`src/rtl/serial_sub8_pkg.sv`:
```
// Shared definitions for the serial subtractor: FSM state encoding and
// the bit-counter width helper.
package serial_sub8_pkg;

  typedef enum logic [1:0] {
    ST_IDLE  = 2'd0,
    ST_SHIFT = 2'd1,
    ST_DONE  = 2'd2
  } state_t;

  // The counter must be able to hold WIDTH.
  function automatic int cnt_w(input int width);
    return $clog2(width + 1);
  endfunction

  localparam int SUB_WIDTH = 8;
  localparam int SUB_CNT_W = $clog2(SUB_WIDTH + 1);

endpackage

```
`src/rtl/serial_sub8_fullsubtractor.sv`:
```
// One-bit full subtractor built from gate primitives:
// diff = a ^ b ^ bin, bout = (~a & b) | (~(a ^ b) & bin).
module fullsubtractor (
  input  logic a,
  input  logic b,
  input  logic bin,
  output wire  diff,
  output wire  bout
);

  wire w_axb;
  wire w_na;
  wire w_nab;
  wire w_xn;
  wire w_xnb;

  xor g_axb  (w_axb, a, b);
  xor g_diff (diff, w_axb, bin);
  not g_na   (w_na, a);
  and g_nab  (w_nab, w_na, b);
  not g_xn   (w_xn, w_axb);
  and g_xnb  (w_xnb, w_xn, bin);
  or  g_bout (bout, w_nab, w_xnb);

endmodule

```
`src/rtl/serial_sub8.sv`:
```
// Bit-serial subtractor: computes a - b - bin one bit per cycle, LSB first,
// and reports the result with a one-cycle done pulse.
module serial_sub8
  import serial_sub8_pkg::*;
#(
  parameter int WIDTH = 8
) (
  input  logic             clk,
  input  logic             rst,
  input  logic             start,
  input  logic [WIDTH-1:0] a,
  input  logic [WIDTH-1:0] b,
  input  logic             bin,
  output logic             busy,
  output logic             done,
  output logic [WIDTH-1:0] diff,
  output logic             bout
);

  localparam int CNT_W = cnt_w(WIDTH);

  state_t             r_state;
  state_t             w_next;
  logic [WIDTH-1:0]   r_a;
  logic [WIDTH-1:0]   r_b;
  logic [WIDTH-1:0]   r_diff;
  logic               r_br;
  logic               r_bout;
  logic [CNT_W-1:0]   r_cnt;
  logic               w_d;
  logic               w_bo;
  logic               w_last;

  assign w_last = (r_cnt == CNT_W'(WIDTH - 1));

  always_ff @(posedge clk) begin
    if (rst) r_state <= ST_IDLE;
    else     r_state <= w_next;
  end

  always_comb begin
    w_next = r_state;
    case (r_state)
      ST_IDLE:  if (start)  w_next = ST_SHIFT;
      ST_SHIFT: if (w_last) w_next = ST_DONE;
      ST_DONE:              w_next = ST_IDLE;
      default:              w_next = ST_IDLE;
    endcase
  end

  always_comb begin
    busy = (r_state != ST_IDLE);
    done = (r_state == ST_DONE);
  end

  fullsubtractor u_fs (
    .a    (r_a[0]),
    .b    (r_b[0]),
    .bin  (r_br),
    .diff (w_d),
    .bout (w_bo)
  );

  // Operands shift right so bit 0 always feeds the subtractor; result
  // bits enter at the MSB so the word is aligned after WIDTH shifts.
  always_ff @(posedge clk) begin
    if (rst) begin
      r_a    <= '0;
      r_b    <= '0;
      r_br   <= 1'b0;
      r_cnt  <= '0;
      r_diff <= '0;
      r_bout <= 1'b0;
    end else begin
      case (r_state)
        ST_IDLE: begin
          if (start) begin
            r_a    <= a;
            r_b    <= b;
            r_br   <= bin;
            r_cnt  <= '0;
            r_diff <= '0;
          end
        end
        ST_SHIFT: begin
          r_a    <= {1'b0, r_a[WIDTH-1:1]};
          r_b    <= {1'b0, r_b[WIDTH-1:1]};
          r_br   <= w_bo;
          r_diff <= {w_d, r_diff[WIDTH-1:1]};
          r_cnt  <= r_cnt + CNT_W'(1);
          if (w_last) r_bout <= w_bo;
        end
        default: ;
      endcase
    end
  end

  assign diff = r_diff;
  assign bout = r_bout;

endmodule

```
`config.mk`:
```
export PLATFORM = sky130hd
export DESIGN_NAME = serial_sub8
export DESIGN_NICKNAME = d
export VERILOG_FILES = /design/src/rtl/serial_sub8_pkg.sv /design/src/rtl/serial_sub8_fullsubtractor.sv /design/src/rtl/serial_sub8.sv
export SDC_FILE = /design/constraint.sdc
export NUM_CORES = 1
export LEC_CHECK = 0
export ABC_AREA = 1
export BUFFER_PORTS_ARGS = -buffer_cell sky130_fd_sc_hd__buf_4
export CORE_MARGIN = 5
export CORE_UTILIZATION = 35
export CTS_CLUSTER_SIZE = 16
export DETAILED_ROUTE_END_ITERATION = 6
export RECOVER_POWER = 50
export SYNTH_ARGS = -nofsm -noshare
export SYNTH_HDL_FRONTEND = slang
export SYNTH_HIERARCHICAL = 1
export SYNTH_SLANG_ARGS = --single-unit
```
`constraint.sdc`:
```
create_clock -name clk -period 1.1 [get_ports clk]
set_input_delay 0.22 -clock clk [delete_from_list [all_inputs] [get_ports clk]]
set_output_delay 0.22 -clock clk [all_outputs]
set_load 0.01 [all_outputs]
```
==> run summary, run 1 <==
WHS Path Cells: 3
CTS root buffer: clkbuf_8
Inst Count DP: 308
number of buffers added on ports: 30
CTS sink cnt: 32
Nets: 293
Inserted Clock Buffers: 5
H-tree depth: 2
cells on worst reg2reg path: 9
combinational share of power: 18.5%
DRC Markers: 0
VDD IR-drop max: 598 uV
final period demand of the worst path: 1.25 ns
maxcap violations: 0
Vias: 1,487
Async S/R FF share, synth: 0%
Initial Utilization: 35.5%
Reg power frac: 47.0%
Fin. Hold Viols: 0
synth warn: 6
crit share post-route: 114%
most numerous cell in the Yosys netlist: nand2_1
initial DRC count: 44
Synth Cell Area: 1510 sq um
critical path data arrival time: 1.03 ns
CP max stage cell: dfxtp_2
post-synth net total: 238
f_max: 797 MHz
global-route wire length before repair: 6310 um
# setup viols final: 31
Finished Core Util: 53.2%
Die ar.: 5740 sq um
drt wl/cell: 12.2 um
Rel. slew slack: 77.9%
cell mode on critical path: buf_4
slack of the worst reg-to-reg path: -0.13 ns
Worst Tran Pin Value: 0.331 ns
internal power: 1.96 mW
Synth area leader: dfxtp_1
skew final: 0.00278 ns
synth top area cells: dfxtp_1 42%, nand2_1 16%, nand3_1 8.9%
die height: 75.8 um
Worst setup EP type: output pin
Non-Filler Instances: 324
Post-Route WL: 3960 um
Worst path max stage delay: 0.35 ns
initial antenna violation count: 0
failing checks: negative setup slack
Crit path depth: 3
total grt overflow: 0
Post-synth top cells: 66 x nand2_1, 32 x dfxtp_1, 27 x nand3_1, 27 x nor2_1, 23 x inv_1
GP Congestion: 0.755
Setup WS post-layout: -0.154 ns
status: finished with violations
Crit path required time: 0.88 ns
Layout area overhead: 49.8%
# IOs: 31
dpl hpwl: 2530 um
sw power: 0.688 mW
Std-Cell Rows: 24
Antenna Nets Post-Route: 0
Syn Area/Cell: 7.01 sq um
RSZ-0062 raised after global routing: true
layout cells sized above 1: 40.8%
total core area: 4260 sq um
drt pass-1 iters: 4
number of enable flip-flop cells after synthesis: 0
Diodes inserted: 0
CTS max path bufs: 2
clock latency on the worst-skew pair: 0.28 ns
Hold Buf Count CTS: 0
Die Width: 75.8 um
Distinct cells, synth: 20
critical path, cell by cell: buf_4 > nor2_2 > buf_4
Post-Synthesis Cells: 216
P per Cell Area: 1170 nW/um^2
path type of the worst min-delay path: in2reg
largest net degree at the start of global routing: 21
CP top delay family: flip-flops
Synth Flop Type: dfxtp_1
WS Path Type: reg2out
Leakage: 1.08 nW
Worst Path Buf+Inv: 2
Clk network pwr share: 34.5%
fin. max-slew vios: 0
CTS tree: built
Worst-path clk slew: 0.06 ns
switching part of the total: 25.9%
vias in the first global route: 1,412
Seq cells post-synth: 32
vias per inst: 4.59
Worst Setup Start Kind: register
post-synth top area share: 42.3%
gr usage total: 14.8%
crit path max fanout: 4
Seq/Total Area, Yosys: 42.3%
==> worst min-delay path: cells and delay by family <==
| family | cells | cell delay (ns) |
|---|---|---|
| AO/OA/AOI/OAI | 1 | 0.05 |
| buffers and inverters | 1 | 0.11 |
| AND/OR/NAND/NOR | 1 | 0.05 |
==> layer usage <==
metal  vias up  track usage [%]  share of wire (%)
met5         -                0                  0
met4         0             5.83                1.7
met3         9             4.49                5.9
met2        29             25.6                 51
met1       671             17.0                 41
li1        778                -                  -
==> cell families (layout without fill, tap and decap cells) <==
logic type / Yosys count / after routing / share of synthesized area [%]
simple gates: 127 / 127 / 36.8
compound gates: 20 / 20 / 7.60
fa+ha+maj: 2 / 2 / 2.15
flops: 32 / 32 / 42.3
buf+inv: 35 / 91 / 11.2
==> cell usage in the layout, fill, tap and decap left out, types with 6 or more instances in the layout <==
cell      count
a21oi_2       7
nand2_1      42
nor2_1       25
clkbuf_1      6
buf_4        41
nand3_1      24
inv_1        20
nand2_2      18
nand2_4       8
clkbuf_8      6
buf_6         8
dfxtp_1      30
a21oi_1       9
==> power groups by stage <==
stage	clock, mW	combinational (mW)	sequential [mW]
5_1_grt	0.976	0.540	1.25
4_1_cts	0.945	0.441	1.24
3_3_place_gp	0	0.377	1.26
2_1_floorplan	0	0.229	1.26
3_5_place_dp	0	0.380	1.26
6_report	0.915	0.491	1.25
==> per-stage QoR <==
step                hold WS (ns)  cell area, sq um  power, mW  setup TNS, ns  setup slack (ns)
global route               0.213              2270       2.77          -4.17            -0.205
global placement           0.448              1900       1.64         -0.198           -0.0302
finish                     0.201              2270       2.65          -2.30            -0.154
floorplan                  0.363              1510       1.49       -0.00534          -0.00534
CTS                        0.197              2150       2.63          -3.01            -0.187
detailed placement         0.453              1900       1.64         -0.648           -0.0606
==> final timing paths <==
| kind | from | to |
|---|---|---|
| max | r_state[0]$_SDFFE_PP0P_ | done |
| max reg2reg | r_state[1]$_SDFFE_PP0P_ | r_cnt[3]$_SDFFE_PP0P_ |
| min reg2reg | bout$_SDFFE_PP0P_ | bout$_SDFFE_PP0P_ |
| min | a[7] | r_a[7]$_SDFFE_PP0P_ |
==> what timing repair did <==
action | CTS | global route
setup buffers | 5 | 6
gates resized for setup | 27 | 38
setup endpoints to repair | 25 | 34
pin swaps | 17 | 12
gates cloned | 2 | 1
==> state kept, by name, summed over array words and instances (netlist names) <==
register	cells
diff	8
bout	1
r_br	1
r_a	8
r_b	8
r_cnt	4
r_state	2
==> area by class of cell <==
cell class                 count  area, sq um
fill                         421         2000
inverter                      25          101
clock buffer                   8         90.1
tap                           52         65.1
sequential                    32          643
multi-input combinational    149          850
timing repair buffer          58          518
Note: power is estimated with default switching activity, not from simulation.
==> inputs of run 2 (changes only) <==
- ABC_AREA: 1 -> unset
==> run 2 against run 1 <==
Effect of this change: the flow still finishes with violations (negative setup slack); worst hold slack better by 0.054 ns; clock power is 2.3% higher; critical path depth is 1 higher; count of clock-buffer cells in the layout stayed put; highest routed layer unchanged.
==> run summary, run 2 <==
WS Path Type: reg2out
post-synth net total: 205
Synth area leader: dfxtp_1
skew final: 0.00372 ns
crit share post-route: 120%
most common cell after layout, fill and taps aside: buf_4
CTS max path bufs: 2
synth top area cells: dfxtp_1 42%, o221a_2 10%, a21oi_1 8.9%
vias in the first global route: 1,464
largest net degree at the start of global routing: 33
clock latency on the worst-skew pair: 0.28 ns
most numerous cell in the Yosys netlist: nor2_1
commonest non-fill, non-tap cells in the layout: 44 x buf_4, 27 x dfxtp_1, 23 x nor2_1
Inst Count DP: 272
Async S/R FF share, synth: 0%
Antenna Nets Post-Route: 0
path type of the worst min-delay path: in2reg
Finished Core Util: 59.7%
initial antenna violation count: 0
filler instances: 368
RSZ-0062 raised after global routing: true
Post-Route WL: 4520 um
synth warn: 6
Seq cells post-synth: 32
Leakage: 1.01 nW
Std-Cell Rows: 23
DRC Markers: 0
Seq/Total Area, Yosys: 42.4%
total grt overflow: 0
pre-CTS WS: -0.268 ns
failing checks: negative setup slack
Post-synth top cells: 34 x nor2_1, 32 x dfxtp_1, 27 x a21oi_1
layout cells sized above 1: 54.9%
Inserted Clock Buffers: 5
Non-Filler Instances: 294
placed cell areas: 1920 sq um
# setup viols final: 32
# IOs: 31
vias per inst: 5.22
Worst Tran Pin Value: 0.357 ns
Die Width: 75.7 um
crit path max fanout: 6
Worst path max stage delay: 0.37 ns
number of buffers added on ports: 30
H-tree depth: 2
Die ar.: 5730 sq um
Nets: 265
die height: 75.7 um
Synth Cell Area: 1510 sq um
Worst Setup SP: r_state[0]$_SDFFE_PP0P_
CTS sink cnt: 32
GP Congestion: 0.739
CP max stage cell: dfxtp_2
Worst Setup Start Kind: register
Initial Utilization: 37.0%
global-route wire length before repair: 6690 um
hold_sp: b[7]
f_max: 757 MHz
post-route design area: 2440 sq um
Worst setup EP type: output pin
critical path data arrival time: 1.10 ns
Syn Area/Cell: 8.26 sq um
VDD IR-drop max: 760 uV
post-synth top area share: 42.4%
critical path, cell by cell: buf_12 > nor2_4 > inv_2 > buf_6
Vias: 1,534
CTS root buffer: clkbuf_8
Layout area overhead: 61.4%
Post-Synthesis Cells: 183
drt wl/cell: 15.4 um
final period demand of the worst path: 1.32 ns
Distinct cells, synth: 27
fin. max-slew vios: 0
Worst-path clk slew: 0.07 ns
Hold Buf Count CTS: 0
maxcap violations: 0
number of enable flip-flop cells after synthesis: 0
Rel. slew slack: 76.2%
gr usage total: 15.2%
Setup WS post-layout: -0.222 ns
Fin. Hold Viols: 0
total core area: 4090 sq um
Synth Flop Type: dfxtp_1
worst r2r src: r_br$_SDFFE_PP0P_
dpl hpwl: 2490 um
P per Cell Area: 1140 nW/um^2
Crit path required time: 0.88 ns
CTS tree: built
initial DRC count: 102
status: finished with violations
drt pass-1 iters: 4
Diodes inserted: 0
run 2: changes by cell type after synthesis, sizes merged, moves of 6 or more:
| cell | delta |
|---|---|
| a22oi | +9 |
| a21oi | +11 |
| inv | -6 |
| nand2 | -66 |
| o221a | +14 |
| nand3 | -26 |
run 2: through the flow:
step                total power, mW  hold slack, ns  TNS, ns
global placement               1.72           0.470    -5.04
floorplan                      1.55           0.386   -0.159
detailed placement             1.72           0.477    -5.47
global route                   2.93           0.261    -4.43
finish                         2.79           0.255    -2.81
CTS                            2.74           0.209    -1.28
run 2: layout make-up:
type	count	area, sq um	area share, %
Multi-Input combinational cell	118	965	39.5
Sequential cell	32	649	26.6
Timing Repair Buffer	67	602	24.7
Clock buffer	8	90.1	3.69
Inverter	19	71.3	2.92
Tap cell	50	62.6	2.56
run 2: timing repair:
item	in CTS	in global routing
resized for setup	57	25
buffers inserted	10	1
pin swaps	26	17
cloned	2	1
endpoints found under the setup margin	31	32
run 2: path summary, 6_finish.rpt:
| path | endpoint | slack (ns) | cells past startpoint |
|---|---|---|---|
| worst max-delay path | busy | -0.22 | 4 |
| worst min-delay path | r_b[7]$_SDFFE_PP0P_ | 0.26 | 3 |
| worst max register to register | bout$_SDFFE_PP0P_ | -0.19 | 6 |
| worst min register to register | bout$_SDFFE_PP0P_ | 0.48 | 2 |
run 2: cell families after synthesis:
group	share of synthesized area [%]
compound gates	29.6
buf+inv	9.35
fa+ha+maj	2.15
flops	42.4
mux	0.662
simple gates	15.8
run 2: worst max-delay path: cells and delay by family, from the launching register on:
family | cells | cell delay [ns]
buffers and inverters | 3 | 0.31
and+or+nand+nor | 1 | 0.15
DFF | 1 | 0.37
run 2: per-layer routing:
layer	share of wire, %	routed length [um]	vias to the layer above	track usage, %
li1	-	-	764	-
met4	1.5	68	0	4.08
met1	47	2130	723	20.3
met2	47	2130	40	24.1
met5	0	0	-	0
met3	4.2	188	7	4.22
run 2: power breakdown:
part | switching, mW | leakage, nW | internal [mW]
Combinational | 0.261 | 0.698 | 0.312
Sequential | 0.0589 | 0.265 | 1.22
Clock | 0.426 | 0.0455 | 0.510
==> inputs of run 3 (changes only) <==
- BUFFER_PORTS_ARGS: -buffer_cell sky130_fd_sc_hd__buf_4 -> -buffer_cell sky130_fd_sc_hd__buf_2
- PLACE_DENSITY: unset -> 0.64
==> run 3 against run 2 <==
Effect of this change: the flow still finishes with violations (negative setup slack); utilization rose by 0.18 points; clock power fell by 0.4%; non-clock buffer count rose by 4; critical path depth rose by 1; clock skew rose by 0.00086 ns; power fell by 0.82%; routed wire length fell by 7.4%; critical path type is now reg2reg; count of clock-buffer cells in the layout fell by 2.
==> run summary, run 3 (synthesis gave the netlist of run 2 again) <==
dpl hpwl: 2460 um
P per Cell Area: 1130 nW/um^2
Finished Core Util: 59.9%
Die ar.: 5730 sq um
Nets: 268
Layout area overhead: 61.9%
largest net degree at the start of global routing: 33
initial DRC count: 95
gr usage total: 14.5%
VDD IR-drop max: 733 uV
Leakage: 1.02 nW
drt wl/cell: 14.1 um
CTS root buffer: clkbuf_8
vias per inst: 5.25
RSZ-0062 raised after global routing: true
Worst Setup Start Kind: register
# IOs: 31
Die Width: 75.7 um
CTS tree: built
Diodes inserted: 0
initial antenna violation count: 0
# setup viols final: 27
Vias: 1,560
CTS max path bufs: 2
crit path max fanout: 2
commonest non-fill, non-tap cells in the layout: 25 x dfxtp_1, 25 x buf_2, 23 x nor2_1
Crit path required time: 1.32 ns
Worst-path clk slew: 0.07 ns
drt pass-1 iters: 4
Worst Tran Pin Value: 0.347 ns
number of buffers added on ports: 30
f_max: 773 MHz
Inserted Clock Buffers: 5
total grt overflow: 0
Initial Utilization: 37.0%
Post-Route WL: 4190 um
Rel. slew slack: 76.8%
maxcap violations: 0
DRC Markers: 0
die height: 75.7 um
WS Path Type: reg2reg
Setup WS post-layout: -0.194 ns
clock latency on the worst-skew pair: 0.28 ns
vias in the first global route: 1,442
fin. max-slew vios: 0
critical path data arrival time: 1.51 ns
total core area: 4090 sq um
worst hold margin: 0.228 ns
Std-Cell Rows: 23
placed cell areas: 1860 sq um
path type of the worst min-delay path: in2reg
layout cells sized above 1: 60.7%
final period demand of the worst path: 1.29 ns
Hold Buf Count CTS: 0
Worst setup EP type: register
status: finished with violations
post-route design area: 2450 sq um
GP Congestion: 0.756
crit share post-route: 118%
skew final: 0.00458 ns
Fin. Hold Viols: 0
failing checks: negative setup slack
CTS sink cnt: 32
Setup TNS: -1.34 ns
H-tree depth: 2
Antenna Nets Post-Route: 0
global-route wire length before repair: 6420 um
total power: 2.77 mW
[run 3: changes by cell type in the layout (fill, tap and decap cells not counted), moves of 3 or more]
cell      delta
buf_6        -3
buf_4       -22
a21oi_1      -9
buf_2       +25
clkbuf_1     -3
buf_8        +5
a21oi_2      +9
[run 3: final timing paths]
path | startpoint | to | cells after the start | slack [ns]
max | r_a[0]$_SDFFE_PP0P_ | bout$_SDFFE_PP0P_ | 5 | -0.19
min | b[7] | r_b[7]$_SDFFE_PP0P_ | 3 | 0.23
max reg2reg | r_a[0]$_SDFFE_PP0P_ | bout$_SDFFE_PP0P_ | 5 | -0.19
min reg2reg | bout$_SDFFE_PP0P_ | bout$_SDFFE_PP0P_ | 2 | 0.50
[run 3: through the flow]
step | std cells | setup WS (ns)
2_1_floorplan | 183 | -0.159
3_3_place_gp | 271 | -0.169
3_5_place_dp | 271 | -0.224
4_1_cts | 290 | -0.186
5_1_grt | 297 | -0.243
6_report | 297 | -0.194
[run 3: per-layer routing]
layer / GRT usage, % / share of wire (%)
met1: 18.7 / 44
met4: 3.30 / 0.24
met5: 0 / 0
met3: 4.35 / 4.4
met2: 23.9 / 51
[run 3: what timing repair did]
item / in CTS / in global routing
pin swaps: 42 / 27
setup buffers: 10 / 8
gates resized for setup: 69 / 23
cloned: 1 / 0
setup endpoints to repair: 29 / 35
[run 3: layout make-up]
type	count	area [sq um]
fill	336	1640
multi-input combinational	117	987
sequential	32	654
timing repair buffer	71	579
clock buffer	6	82.6
inverter	19	71.3
tap	50	62.6
clock inverter	2	10.0
[run 3: power breakdown]
group | internal [mW] | switching, mW
registers | 1.22 | 0.0551
logic | 0.295 | 0.264
clock network | 0.499 | 0.433
[run 3: worst max-delay path: stages, from the launching register on]
cell	delay, ns
dfxtp_2	0.34
fa_2	0.37
inv_2	0.07
inv_2	0.02
or3_1	0.31
a21oi_2	0.12
